<file path="src/rtl/ucdp_fifo_pack_pkg.sv">
// -----------------------------------------------------------------------------
// ucdp_fifo_pack_pkg
// Shared helpers for the narrow-to-wide FIFO packer (ucdp_fifo_pack).
//   calc_cntwidth : width of the lane counter for a given packing ratio.
//   lane_mask     : turns a count of filled lanes into a lane-valid mask
//                   (bit k set for every lane k < n), max_lanes_lp bits wide;
//                   callers size-cast the result down to their lane count.
// -----------------------------------------------------------------------------
package ucdp_fifo_pack_pkg;

  localparam int unsigned max_lanes_lp = 64;

  function automatic int unsigned calc_cntwidth(input int unsigned ratio);
    return $clog2(ratio);
  endfunction

  function automatic logic [max_lanes_lp-1:0] lane_mask(input int unsigned n);
    logic [max_lanes_lp-1:0] m;
    m = {max_lanes_lp{1'b0}};
    for (int unsigned k = 0; k < max_lanes_lp; k++) begin
      if (k < n) begin
        m[k] = 1'b1;
      end else begin
        m[k] = 1'b0;
      end
    end
    return m;
  endfunction

endpackage

</file>
<file path="src/rtl/ucdp_fifo_pack.sv">
// -----------------------------------------------------------------------------
// ucdp_fifo_pack
// Packs ratio_p consecutive dwidth_p-bit words popped from a show-ahead FIFO
// read port into one wide beat on a valid/ready stream. Target clock domain.
//
// Optional feature: define UCDP_FIFO_PACK_FLUSH_EN to add flush_i, which
// emits a partially filled beat (unfilled lanes zero, mask marks filled lanes).
//
// Ports:
//   tgt_clk_i        clock
//   tgt_rst_an_i     synchronous active-low reset
//   fifo_rd_en_o     pop request (combinational, 0 during reset)
//   fifo_rd_data_i   FIFO head word
//   fifo_rd_empty_i  FIFO empty
//   out_valid_o      output beat valid
//   out_ready_i      downstream accepts beat
//   out_data_o       packed beat, lane 0 (bits [dwidth_p-1:0]) is the oldest
//   out_mask_o       lane-valid mask
//   flush_i          emit partial beat (only with UCDP_FIFO_PACK_FLUSH_EN)
//   busy_o           lanes filled or beat pending
// -----------------------------------------------------------------------------
module ucdp_fifo_pack
  import ucdp_fifo_pack_pkg::*;
#(
  parameter int unsigned dwidth_p = 8,
  parameter int unsigned ratio_p  = 4
) (
  input  logic                          tgt_clk_i,
  input  logic                          tgt_rst_an_i,
  output logic                          fifo_rd_en_o,
  input  logic [dwidth_p-1:0]           fifo_rd_data_i,
  input  logic                          fifo_rd_empty_i,
  output logic                          out_valid_o,
  input  logic                          out_ready_i,
  output logic [dwidth_p*ratio_p-1:0]   out_data_o,
  output logic [ratio_p-1:0]            out_mask_o,
`ifdef UCDP_FIFO_PACK_FLUSH_EN
  input  logic                          flush_i,
`endif
  output logic                          busy_o
);

  localparam int unsigned cntwidth_p  = calc_cntwidth(ratio_p);
  localparam int unsigned accwidth_lp = (ratio_p - 1) * dwidth_p;
  localparam int unsigned owidth_lp   = ratio_p * dwidth_p;
  localparam logic [cntwidth_p-1:0] last_lp = cntwidth_p'(ratio_p - 1);

  logic [cntwidth_p-1:0]  cnt_q, cnt_d;
  logic [accwidth_lp-1:0] acc_q, acc_d;
  logic [owidth_lp-1:0]   out_data_q, out_data_d;
  logic [ratio_p-1:0]     out_mask_q, out_mask_d;
  logic                   out_valid_q, out_valid_d;

  logic stall_s;
  logic pop_s;
  logic drain_s;

`ifdef UCDP_FIFO_PACK_FLUSH_EN
  logic                  flush_pend_q, flush_pend_d;
  logic [cntwidth_p:0]   filled_s;
`endif

  // Pop/stall decision: only the last lane (or a pending flush) waits on a busy output register.
  always_comb begin
    stall_s = 1'b0;
    pop_s   = 1'b0;
    drain_s = out_valid_q & out_ready_i;
`ifdef UCDP_FIFO_PACK_FLUSH_EN
    stall_s = ((cnt_q == last_lp) | flush_pend_q) & out_valid_q & ~out_ready_i;
`else
    stall_s = (cnt_q == last_lp) & out_valid_q & ~out_ready_i;
`endif
    if (tgt_rst_an_i) begin
      pop_s = ~fifo_rd_empty_i & ~stall_s;
    end else begin
      pop_s = 1'b0;
    end
  end

  // Next-state: drain, lane accumulation, full-beat load and optional flush.
  always_comb begin
    cnt_d       = cnt_q;
    acc_d       = acc_q;
    out_data_d  = out_data_q;
    out_mask_d  = out_mask_q;
    out_valid_d = out_valid_q;
`ifdef UCDP_FIFO_PACK_FLUSH_EN
    flush_pend_d = flush_pend_q | flush_i;
    filled_s     = {1'b0, cnt_q} + {{cntwidth_p{1'b0}}, pop_s};
`endif

    // A transferred beat leaves the register empty unless reloaded below.
    if (drain_s) begin
      out_valid_d = 1'b0;
      out_mask_d  = {ratio_p{1'b0}};
    end else begin
      out_valid_d = out_valid_q;
    end

    if (pop_s) begin
      if (cnt_q == last_lp) begin
        out_data_d  = {fifo_rd_data_i, acc_q};
        out_mask_d  = {ratio_p{1'b1}};
        out_valid_d = 1'b1;
        cnt_d       = {cntwidth_p{1'b0}};
        acc_d       = {accwidth_lp{1'b0}};
      end else begin
        cnt_d = cnt_q + cntwidth_p'(1);
        for (int unsigned k = 0; k < ratio_p - 1; k++) begin
          if (cnt_q == cntwidth_p'(k)) begin
            acc_d[k*dwidth_p +: dwidth_p] = fifo_rd_data_i;
          end else begin
            acc_d[k*dwidth_p +: dwidth_p] = acc_q[k*dwidth_p +: dwidth_p];
          end
        end
      end
    end else begin
      cnt_d = cnt_q;
    end

`ifdef UCDP_FIFO_PACK_FLUSH_EN
    if (flush_pend_d) begin
      if (pop_s && (cnt_q == last_lp)) begin
        // The full beat already carries every lane; the flush has nothing left.
        flush_pend_d = 1'b0;
      end else if (!out_valid_q || out_ready_i) begin
        if (filled_s != {(cntwidth_p + 1){1'b0}}) begin
          // acc_d already holds any same-cycle pop; lanes beyond the fill
          // point are zero because the accumulator is cleared per beat.
          out_data_d  = {{dwidth_p{1'b0}}, acc_d};
          out_mask_d  = ratio_p'(lane_mask(32'(filled_s)));
          out_valid_d = 1'b1;
          cnt_d       = {cntwidth_p{1'b0}};
          acc_d       = {accwidth_lp{1'b0}};
        end else begin
          cnt_d = cnt_q;
        end
        flush_pend_d = 1'b0;
      end else begin
        flush_pend_d = 1'b1;
      end
    end else begin
      flush_pend_d = 1'b0;
    end
`endif
  end

  // State registers with synchronous active-low reset.
  always_ff @(posedge tgt_clk_i) begin
    if (!tgt_rst_an_i) begin
      cnt_q        <= {cntwidth_p{1'b0}};
      acc_q        <= {accwidth_lp{1'b0}};
      out_data_q   <= {owidth_lp{1'b0}};
      out_mask_q   <= {ratio_p{1'b0}};
      out_valid_q  <= 1'b0;
`ifdef UCDP_FIFO_PACK_FLUSH_EN
      flush_pend_q <= 1'b0;
`endif
    end else begin
      cnt_q        <= cnt_d;
      acc_q        <= acc_d;
      out_data_q   <= out_data_d;
      out_mask_q   <= out_mask_d;
      out_valid_q  <= out_valid_d;
`ifdef UCDP_FIFO_PACK_FLUSH_EN
      flush_pend_q <= flush_pend_d;
`endif
    end
  end

  assign fifo_rd_en_o = pop_s;
  assign out_valid_o  = out_valid_q;
  assign out_data_o   = out_data_q;
  assign out_mask_o   = out_mask_q;
  assign busy_o       = (cnt_q != {cntwidth_p{1'b0}}) | out_valid_q;

endmodule

</file>
<file path="config.mk">
export PLATFORM = sky130hd
export DESIGN_NAME = ucdp_fifo_pack
export DESIGN_NICKNAME = d
export VERILOG_FILES = /design/src/rtl/ucdp_fifo_pack_pkg.sv /design/src/rtl/ucdp_fifo_pack.sv
export SDC_FILE = /design/constraint.sdc
export NUM_CORES = 1
export LEC_CHECK = 0
export CELL_PAD_IN_SITES_DETAIL_PLACEMENT = 2
export CELL_PAD_IN_SITES_GLOBAL_PLACEMENT = 2
export CORE_UTILIZATION = 32
export CTS_CLUSTER_DIAMETER = 60
export DETAILED_ROUTE_END_ITERATION = 16
export PLACE_DENSITY = 0.85
export RECOVER_POWER = 100
export SETUP_SLACK_MARGIN = 0.3
export SYNTH_ARGS = -nofsm -noshare
export SYNTH_HDL_FRONTEND = slang
export SYNTH_SLANG_ARGS = --single-unit
</file>
<file path="constraint.sdc">
create_clock -name tgt_clk_i -period 2.5 [get_ports tgt_clk_i]
set_clock_uncertainty 0.1 [all_clocks]
set_input_delay 0.625 -clock tgt_clk_i [delete_from_list [all_inputs] [get_ports tgt_clk_i]]
set_output_delay 0.625 -clock tgt_clk_i [all_outputs]
set_load 0.02 [all_outputs]
</file>
Word-level counts from Yosys, hierarchy flattened
Cells that the tools add are included.
Operators by class
  add/subtract/negate cells: 1
  equal/unequal tests: 3
  mux-type cells: 12
  bitwise logic cells: 8
  reduce and logical (&&, ||, !) cells: 9
Operators by type and width (number)
  24-bit 2-to-1 mux: 1
  8-bit 2-to-1 mux: 3
  4-bit 2-to-1 mux: 3
  2-bit AND reduction: 4
  2-bit nonzero test: 4
  1-bit bitwise AND: 4
  2-bit equality test (second input constant): 2
  1-bit 2-to-1 mux: 4
  1-bit NOT: 3
  2-bit by 1-bit adder with 2-bit output (second input constant): 1
  2-bit by 1-bit equality test with 1-bit output (second input constant): 1
  2-bit logical NOT: 1
  2-bit 2-to-1 mux: 1
  1-bit bitwise OR: 1
Storage, ports and cells
  register bits after elaboration: 63
  input bits: 12
  output and inout bits: 39
  logic and storage cells: 40

Depth between registers and ports, before layout
Gate-level depths: netlist of run 1.
  depth in word-level cells: 7
  gate-level depth with buffers: 6
  gate-level depth less buffers: 5

Worst setup path before layout of run 1
No wires, ideal clock.
  path type: input to output
  start: input fifo_rd_empty_i
  end: output fifo_rd_en_o
  data arrival time: 1.228 ns
  required time: 1.775 ns
  path slack: 0.547 ns
  stages on the path: 2
  path buffers: 0
  cell sequence: nand2b_2 > nor2_1
On the way
  cells in the longest elaborated chain, start to end: 3
Ends and longest elaborated chain
  start, declared: RTL line ucdp_fifo_pack.sv:32  | input logic fifo_rd_empty_i,
  1-bit NOT: RTL line ucdp_fifo_pack.sv:74  | pop_s = ~fifo_rd_empty_i & ~stall_s;
  1-bit bitwise AND: RTL line ucdp_fifo_pack.sv:74
  1-bit 2-to-1 mux: RTL line ucdp_fifo_pack.sv:73  | if (tgt_rst_an_i) begin
  end, declared: RTL line ucdp_fifo_pack.sv:30  | output logic fifo_rd_en_o,
No other way between the ends.

Worst setup path after layout of run 1
  start: register cnt_q[1]
  end: output busy_o
On the way
  cells in the longest elaborated chain, start to end: 2
Ends and longest elaborated chain
  start, declared: RTL line ucdp_fifo_pack.sv:48  | logic [cntwidth_p-1:0] cnt_q, cnt_d;
  start signal, assigned: RTL line ucdp_fifo_pack.sv:151  | cnt_q <= {cntwidth_p{1'b0}};
  start signal, assigned: RTL line ucdp_fifo_pack.sv:160  | cnt_q <= cnt_d;
  2-bit nonzero test: RTL line ucdp_fifo_pack.sv:175  | assign busy_o = (cnt_q != {cntwidth_p{1'b0}}) | out_valid_q;
  1-bit bitwise OR: RTL line ucdp_fifo_pack.sv:175
  end, declared: RTL line ucdp_fifo_pack.sv:40  | output logic busy_o
No other way between the ends.

==> results of run 1 <==
[area by class of cell]
cell class                      instances  area (sq um)
Fill cell                             818          4010
Sequential cell                        63          1260
Multi-Input combinational cell        184          1080
Timing Repair Buffer                   62           588
Clock buffer                           13           159
Tap cell                               99           124
Clock inverter                          3          65.1
Inverter                                3          11.3
[cell families after synthesis]
kind of cell               Yosys count
AOI/OAI and AO/OA                   38
adders and majority gates            4
buffers and inverters               23
DFF                                 63
muxes                               25
and+or+nand+nor                    117
[power groups by stage]
stage               Combinational [W]  Sequential (W)  Clock, W
floorplan                    0.000109         0.00109         0
global placement             0.000177         0.00109         0
detailed placement           0.000185         0.00109         0
CTS                          0.000192         0.00107   0.00106
global route                 0.000203         0.00107   0.00110
finish                       0.000186         0.00107   0.00104
[path summary, 6_finish.rpt]
check	cells after the start	end	from	slack, ns
max	4	busy_o	cnt_q[1]$_SDFFE_PN0P_	0.25
min	2	out_data_o[9]$_SDFFE_PN0P_	out_data_o[9]$_SDFFE_PN0P_	0.35
max reg2reg	6	acc_q[21]$_SDFFE_PN0P_	cnt_q[1]$_SDFFE_PN0P_	0.31
min reg2reg	2	out_data_o[9]$_SDFFE_PN0P_	out_data_o[9]$_SDFFE_PN0P_	0.35
[state kept, by name (all words and copies together), names as in the netlist]
register     cells
acc_q           24
cnt_q            2
out_data_o      32
out_mask_o       4
out_valid_o      1
[cells in the mapped netlist, types with 2 or more instances]
library cell and number:
mux2i_1 25, nand2_1 64, a21boi_0 5, nand2b_1 2, ha_1 4, buf_2 3
nor2_1 3, dfxtp_1 63, clkbuf_1 12, nor3_4 2, o21ai_0 32, inv_1 3
or2b_1 8, clkbuf_2 4, nand3_1 32
[routing by layer]
layer,routed length [um],global-route usage (%),share of wire (%)
met4,163,10.1,2.2
met3,195,3.79,2.6
met1,3470,25.8,46
met5,0,0,0
met2,3710,35.2,49
[worst min-delay path, stage by stage, from the launching register on]
cell     delay (ns)
dfxtp_1        0.31
nand2_1        0.05
o21ai_0        0.06
[through the flow]
stage	std cells	TNS [ns]	setup WS, ns	hold WS [ns]	area (sq um)
6_report	427	0	0.254	0.354	3290
4_1_cts	427	0	0.305	0.363	3300
3_3_place_gp	411	-0.313	-0.313	0.344	3070
5_1_grt	427	0	0.177	0.378	3290
2_1_floorplan	270	0	0.547	0.335	2440
3_5_place_dp	411	-0.313	-0.313	0.352	3070
==> results.py, run 1 <==
metrics = {
    "final_layout": {
        "nets": 339,
        "area_growth_pct": 34.9,
        "final_util_pct": 45.1,
        "mostFrequentLayoutCell": "nand2_1",
        "insertedDiodeCount": 0,
        "final_cell_mix": "nand2_1 (64), dfxtp_1 (62), dlygate4sd3_1 (37)",
        "drive_above_1_share_pct": 9.15,
    },
    "yosys": {
        "ys_types": 23,
        "syn_inst": 270,
        "synthFlopType": "dfxtp_1",
        "ys_ff_latch": 63,
        "synth_compound_area_share_pct": 8.32,
        "synth_top_family_by_area": "simple AND/OR/NAND/NOR gates",
        "synth_edf_count": 0,
        "syn_area_sq_um": 2440,
        "muxShareOfSynthArea_pct": 10.3,
        "seq_area_frac_synth_pct": 51.8,
        "synthXorXnorAreaFrac_pct": 0,
        "synth_nets": 286,
        "synth_warnings": 0,
        "synthDominantCellAreaShare_pct": 51.8,
        "synthAdderAreaFrac_pct": 2.05,
        "synth_area_leader_cell": "dfxtp_1",
        "synth-simple-area-share_pct": 23.4,
        "async_flop_share_pct": 0,
        "synth_area_leaders": "dfxtp_1 (52%), mux2i_1 (10%), nand2_1 (9.9%)",
        "avgSynthCellArea_sq_um": 9.02,
    },
    "critical_path": {
        "worstSetupStartpointType": "flop",
        "critPathSlowestCell": "dfxtp_1",
        "crit_required_ns": 1.77,
        "max_stage_delay_ns": 0.42,
        "path_cells": "inv_1 > ha_1 > nand2b_1 > clkdlybuf4s25_1",
        "crit_family": "buffers and inverters",
        "cp_num_buf_inv": 2,
        "critical_path.max_fanout": 4,
        "arrival_ns": 1.52,
        "worstSetupPathType": "reg -> out",
        "setup.worst_path.end_class": "output port",
    },
    "clock_network": {
        "clk_latency_ns": 0.36,
        "cts.htree.levels": 3,
        "root_buffer": "clkbuf_8",
        "numCtsBuffers": 9,
        "cts.sinks": 63,
        "cts.reportedPaths.clkPinSlew_ns": 0.07,
        "postCtsHoldBufs": 0,
        "ctsLongestPathBuffers": 2,
        "cts-resized-gates": 13,
        "cts_tree": "yes",
        "postCtsSetupRepairBufs": 0,
    },
    "timing": {
        "drv_slew": 0,
        "tightest_slew_ns": 0.702,
        "timing.fmax_mhz": 445,
        "fin_crit_sh_pct": 89.8,
        "slew_headroom_pct": 53.2,
        "setup_viol": 0,
        "rsz0062_at_grt": "no",
        "fin_crit_ns": 2.25,
        "hold_violations": 0,
    },
    "power_and_ir_drop": {
        "powerDensity_nw_per_um2": 698,
        "leakage_nw": 1.35,
        "p_int_w": 0.00174,
        "p_sw_w": 0.000557,
        "switching_share_pct": 24.3,
        "total_power_w": 0.00229,
        "peakVddDrop_uv": 271,
        "p_seq_share_pct": 46.6,
        "clockPowerShare_pct": 45.3,
        "pwr-share-comb_pct": 8.1,
    },
    "global_routing": {
        "grt_pass1_vias": 2240,
        "grt.total_usage_pct": 20.9,
        "antenna_found_initial": 0,
        "grt_pass1_wl_um": 12100,
        "overflow": 0,
        "grt_max_degree": 66,
    },
    "floorplanning": {
        "die_h_um": 89.3,
        "io_pins": 51,
        "core-area_sq_um": 7290,
        "die-area_sq_um": 7970,
        "rows": 31,
        "start_util_pct": 33.4,
        "dieWidth_um": 89.3,
    },
    "place": {
        "gp_congestion": 0.739,
        "numPortBuffers": 50,
        "hpwl_um": 4450,
    },
    "routing": {
        "num_vias": 2096,
        "via_per_inst": 4.91,
        "wl_per_cell_um": 17.6,
        "ant_nets": 0,
        "drc_errors": 0,
        "drt_wl_total_um": 7530,
        "drtIter0Drc": 80,
        "dr.pass1.iters": 4,
    },
    "worst_hold_path": {
        "hold_path.class": "reg -> reg",
    },
    "run_status": {
        "status": "complete, no violations",
    },
    "job": {
        "cap_viol_max_count": 0,
    },
}
(Power assumes the default switching activity.)
==> inputs of run 2 (changes only) <==
--- a/config.mk
+++ b/config.mk
@@ -11,7 +11,7 @@
 export CTS_CLUSTER_DIAMETER = 60
 export DETAILED_ROUTE_END_ITERATION = 16
 export PLACE_DENSITY = 0.85
-export RECOVER_POWER = 100
+export RECOVER_POWER = 50
 export SETUP_SLACK_MARGIN = 0.3
 export SYNTH_ARGS = -nofsm -noshare
 export SYNTH_HDL_FRONTEND = slang
==> results.py, run 2 (synthesis gave the netlist of run 1 again) <==
metrics = {
    "global_routing": {
        "overflow": 0,
        "grt_max_degree": 66,
        "antenna_found_initial": 0,
        "grt_pass1_vias": 2240,
        "grt.total_usage_pct": 20.9,
        "grt_pass1_wl_um": 12100,
    },
    "critical_path": {
        "reg2reg_slack_ns": 0.30,
        "arrival_ns": 2.35,
        "max_stage_delay_ns": 0.55,
        "critical_path.max_fanout": 8,
        "worstSetupPathType": "reg -> reg",
        "crit_path_frequent_cell": "clkbuf_1",
        "crit_required_ns": 2.65,
        "path_cells": "ha_1 > and3b_4 > clkbuf_1 > nor3_4 > clkbuf_1 > mux2i_1",
        "rr_startpoint": "cnt_q[1]$_SDFFE_PN0P_",
        "setup.worst_path.end_class": "flop",
        "worstSetupStartpointType": "flop",
        "critPathSlowestCell": "clkbuf_1",
        "reg2regPathDepth": 6,
        "r2r-end": "acc_q[21]$_SDFFE_PN0P_",
    },
    "timing": {
        "fin_crit_sh_pct": 88.0,
        "setup_viol": 0,
        "hold_violations": 0,
        "slew_headroom_pct": 53.2,
        "fin_setup_tns_ns": 0,
        "setup_ws_ns": 0.300,
        "drv_slew": 0,
        "fin_crit_ns": 2.20,
        "timing.fmax_mhz": 455,
        "tightest_slew_ns": 0.702,
        "rsz0062_at_grt": "no",
    },
    "floorplanning": {
        "start_util_pct": 33.4,
        "io_pins": 51,
        "die-area_sq_um": 7970,
        "core-area_sq_um": 7290,
        "die_h_um": 89.3,
        "dieWidth_um": 89.3,
        "rows": 31,
    },
    "clock_network": {
        "cts.reportedPaths.clkPinSlew_ns": 0.07,
        "root_buffer": "clkbuf_8",
        "postCtsSetupRepairBufs": 0,
        "cts_tree": "yes",
        "clk_latency_ns": 0.36,
        "numCtsBuffers": 9,
        "cts.htree.levels": 3,
        "postCtsHoldBufs": 0,
        "ctsLongestPathBuffers": 2,
        "cts.sinks": 63,
    },
    "routing": {
        "via_per_inst": 4.90,
        "wl_per_cell_um": 17.6,
        "drtIter0Drc": 82,
        "ant_nets": 0,
        "num_vias": 2094,
        "drt_wl_total_um": 7530,
        "drc_errors": 0,
        "dr.pass1.iters": 4,
    },
    "final_layout": {
        "largest_reg_flops": 32,
        "multi_input_area_sq_um": 1080,
        "design_area_sq_um": 3300,
        "insertedDiodeCount": 0,
        "mostFrequentLayoutCell": "nand2_1",
        "final_cell_mix": "nand2_1 (64), dfxtp_1 (62), nand3_1 (32), o21ai_0 (32), clkdlybuf4s50_1 (29)",
        "nFillCells": 817,
        "drive_above_1_share_pct": 9.76,
        "area_growth_pct": 35.3,
        "nets": 339,
        "register_area_sq_um": 1260,
        "final_util_pct": 45.2,
    },
    "place": {
        "dpl-instance-area_sq_um": 3070,
        "hpwl_um": 4450,
        "gp_congestion": 0.739,
        "numPortBuffers": 50,
        "post-place-ws_ns": -0.313,
    },
    "power_and_ir_drop": {
        "powerDensity_nw_per_um2": 697,
        "peakVddDrop_uv": 272,
        "leakage_nw": 1.28,
    },
    "worst_hold_path": {
        "whs_path_depth": 2,
        "hold_path.class": "reg -> reg",
        "hold_path_end": "out_data_o[9]$_SDFFE_PN0P_",
        "hold_start": "out_data_o[9]$_SDFFE_PN0P_",
    },
    "job": {
        "cap_viol_max_count": 0,
    },
    "run_status": {
        "status": "complete, no violations",
    },
}
==> run 2: cell types whose count changed in the layout (fill, tap and decap cells not counted) <==
cell / previous run / this run
nor2_1: 3 / 2
clkdlybuf4s50_1: 8 / 29
dlygate4sd3_1: 37 / 16
clkdlybuf4s15_2: 0 / 1
clkdlybuf4s25_1: 1 / 0
nor2_4: 0 / 1
==> run 2: what timing repair did <==
action	in CTS	in global routing
gates cloned	0	0
resized for setup	13	2
endpoints found under the setup margin	2	2
==> run 2: routing by layer <==
metal / GRT usage, % / wire length (um)
met1: 25.8 / 3460
met2: 35.2 / 3710
met3: 3.79 / 194
met4: 10.1 / 164
met5: 0 / 0
==> run 2: area by class of cell <==
type,count,share of cell area (%)
well taps,99,3.76
multi-input cells,184,32.9
clock buffers,13,4.82
inverters,3,0.342
flip-flops and latches,63,38.3
clock inverters,3,1.97
repair buffers,62,17.9
==> run 2: how the worst max path moves through the flow <==
stage / start / end / slack, ns / cells after the start
after floorplan: fifo_rd_empty_i / fifo_rd_en_o / 0.55 / 2
after global placement: out_ready_i / fifo_rd_en_o / -0.31 / 4
after detailed placement: out_ready_i / fifo_rd_en_o / -0.31 / 4
after CTS: fifo_rd_empty_i / fifo_rd_en_o / 0.31 / 4
after global routing: cnt_q[1]$_SDFFE_PN0P_ / acc_q[21]$_SDFFE_PN0P_ / 0.21 / 6
final: cnt_q[1]$_SDFFE_PN0P_ / acc_q[21]$_SDFFE_PN0P_ / 0.30 / 6
==> run 2: worst max-delay path: cells and delay by family, from the launching register on <==
family,cells,cell delay [ns]
simple gates,2,0.39
fa+ha+maj,1,0.23
mux,1,0.30
buf+inv,2,0.72
flops,1,0.36
==> run 2: power by group <==
| part | leakage (nW) | switching, W | internal [W] |
|---|---|---|---|
| registers | 0.510 | 0.0000265 | 0.00104 |
| logic | 0.651 | 0.000108 | 0.0000797 |
| clock network | 0.114 | 0.000423 | 0.000616 |
| total | 1.28 | 0.000558 | 0.00174 |
==> run 2: metrics by stage <==
stage	hold WS (ns)	total power [W]	cells
global route	0.378	0.00238	427
detailed placement	0.352	0.00127	411
floorplan	0.335	0.00120	270
CTS	0.363	0.00232	427
global placement	0.344	0.00126	411
finish	0.354	0.00230	427
==> inputs of run 3 (changes only) <==
--- a/config.mk
+++ b/config.mk
@@ -10,7 +10,7 @@
 export CORE_UTILIZATION = 32
 export CTS_CLUSTER_DIAMETER = 60
 export DETAILED_ROUTE_END_ITERATION = 16
-export PLACE_DENSITY = 0.85
+export PLACE_DENSITY = 0.82
 export RECOVER_POWER = 50
 export SETUP_SLACK_MARGIN = 0.3
 export SYNTH_ARGS = -nofsm -noshare
==> constraint.sdc (replaced) <==
create_clock -name tgt_clk_i -period 2.6 [get_ports tgt_clk_i]
set_clock_uncertainty 0.1 [all_clocks]
set_input_delay 0.65 -clock tgt_clk_i [delete_from_list [all_inputs] [get_ports tgt_clk_i]]
set_output_delay 0.65 -clock tgt_clk_i [all_outputs]
set_load 0.02 [all_outputs]
==> results.py, run 3 (synthesis gave the netlist of run 1 again) <==
metrics = {
    "run_status": {
        "status": "complete, no violations",
    },
    "power_and_ir_drop": {
        "p_seq_share_pct": 46.5,
        "total_power_w": 0.00221,
        "switching_share_pct": 23.5,
        "pwr-share-comb_pct": 8.3,
        "clockPowerShare_pct": 45.2,
        "peakVddDrop_uv": 308,
        "p_sw_w": 0.000519,
        "powerDensity_nw_per_um2": 668,
        "p_int_w": 0.00169,
        "leakage_nw": 1.23,
    },
    "timing": {
        "drv_slew": 0,
        "tightest_slew_ns": 0.679,
        "hold_violations": 0,
        "fin_crit_sh_pct": 93.3,
        "fin_crit_ns": 2.43,
        "setup_viol": 0,
        "slew_headroom_pct": 54.7,
        "fin_setup_tns_ns": 0,
        "timing.fmax_mhz": 412,
        "rsz0062_at_grt": "yes",
    },
    "routing": {
        "drt_wl_total_um": 7570,
        "ant_nets": 0,
        "num_vias": 2093,
        "via_per_inst": 4.90,
        "wl_per_cell_um": 17.7,
        "drc_errors": 0,
        "drtIter0Drc": 95,
        "dr.pass1.iters": 4,
    },
    "global_routing": {
        "antenna_found_initial": 0,
        "overflow": 0,
        "use_met3_pct": 4.62,
        "met1_usage_pct": 25.0,
        "use_met2_pct": 36.4,
        "grt_max_degree": 66,
        "grt_pass1_vias": 2329,
        "busiest_layer": "met2",
        "grt_pass1_wl_um": 12200,
        "grt.total_usage_pct": 21.1,
    },
    "worst_hold_path": {
        "hold_start": "out_data_o[13]$_SDFFE_PN0P_",
        "hold_path.class": "reg -> reg",
    },
    "clock_network": {
        "root_buffer": "clkbuf_8",
        "cts.reportedPaths.clkPinSlew_ns": 0.07,
        "cts.htree.levels": 3,
        "postCtsSetupRepairBufs": 0,
        "cts.sinks": 63,
        "ctsLongestPathBuffers": 2,
        "numCtsBuffers": 9,
        "clk_latency_ns": 0.34,
        "cts_tree": "yes",
    },
    "final_layout": {
        "final_util_pct": 45.4,
        "nets": 340,
        "nFillCells": 816,
        "drive_above_1_share_pct": 9.76,
        "fin_cells": 427,
        "largest_reg_flops": 32,
        "insertedDiodeCount": 0,
        "final_cell_mix": "nand2_1 (64), dfxtp_1 (63), clkdlybuf4s50_1 (46)",
        "area_growth_pct": 35.8,
        "mostFrequentLayoutCell": "nand2_1",
    },
    "floorplanning": {
        "core-area_sq_um": 7290,
        "die-area_sq_um": 7970,
        "rows": 31,
        "dieWidth_um": 89.3,
        "start_util_pct": 33.4,
        "die_h_um": 89.3,
        "io_pins": 51,
    },
    "critical_path": {
        "worstSetupStartpointType": "input pin",
        "crit_required_ns": 2.74,
        "worstSetupPathType": "in -> reg",
        "setup.worst_path.end_class": "flop",
        "arrival_ns": 2.56,
        "rr_startpoint": "cnt_q[0]$_SDFFE_PN0P_",
        "crit_path_start": "fifo_rd_empty_i",
        "critical_path.max_fanout": 8,
    },
    "place": {
        "hpwl_um": 4670,
        "numPortBuffers": 50,
        "place_inst": 412,
        "gp_congestion": 0.721,
    },
    "job": {
        "cap_viol_max_count": 0,
    },
}
[run 3: cell types whose count changed in the layout (fill, tap and decap cells not counted), sizes merged]
cell / change
clkdlybuf4s50: +17
buf: +2
dlygate4sd3: -16
dlygate4sd2: -1
clkbuf: -2
[run 3: stage by stage]
step	hold WS, ns	setup slack [ns]	cell area [sq um]
after global routing	0.377	0.133	3310
after floorplan	0.335	0.597	2440
final	0.358	0.174	3310
after global placement	0.346	-0.264	3090
after detailed placement	0.351	-0.308	3090
after CTS	0.365	0.0940	3310
[run 3: critical path: stages]
cell and delay [ns]:
clkdlybuf4s50_1 0.43, nand2b_2 0.20, clkbuf_1 0.19, nor3_4 0.19, clkbuf_1 0.54, mux2i_1 0.36
[run 3: final timing paths]
path         cells past startpoint                           to  slack (ns)
min                              2  out_data_o[13]$_SDFFE_PN0P_        0.36
max reg2reg                      6       acc_q[19]$_SDFFE_PN0P_        0.40
max                              6       acc_q[19]$_SDFFE_PN0P_        0.17
min reg2reg                      2  out_data_o[13]$_SDFFE_PN0P_        0.36
[run 3: per-layer routing]
metal  wire, um  up-vias  share of wire, %
met5          0        -                 0
met4        170        0               2.2
met3        223       13               2.9
met2       3860       42                51
met1       3320     1033                44
li1           -     1005                 -
[run 3: cell type report]
type                    count  area (sq um)  share of cell area [%]
well taps                  99           124                    3.74
multi-input cells         184          1070                    32.4
repair buffers             63           611                    18.4
clock buffers              12           165                    4.99
flip-flops and latches     63          1260                    38.1
inverters                   3          11.3                   0.340
clock inverters             3          65.1                    1.97
[run 3: power by group through the flow]
| stage | Sequential, W | Combinational (W) | Clock, W |
|---|---|---|---|
| 2_1_floorplan | 0.00105 | 0.000105 | 0 |
| 3_3_place_gp | 0.00104 | 0.000172 | 0 |
| 3_5_place_dp | 0.00105 | 0.000182 | 0 |
| 4_1_cts | 0.00103 | 0.000186 | 0.00102 |
| 5_1_grt | 0.00103 | 0.000200 | 0.00107 |
| 6_report | 0.00103 | 0.000183 | 0.000999 |
[run 3: repair_timing]
action,in CTS,in global routing
cloned,0,0
hold buffers,0,0
setup endpoints to repair,2,2
resized for setup,6,5
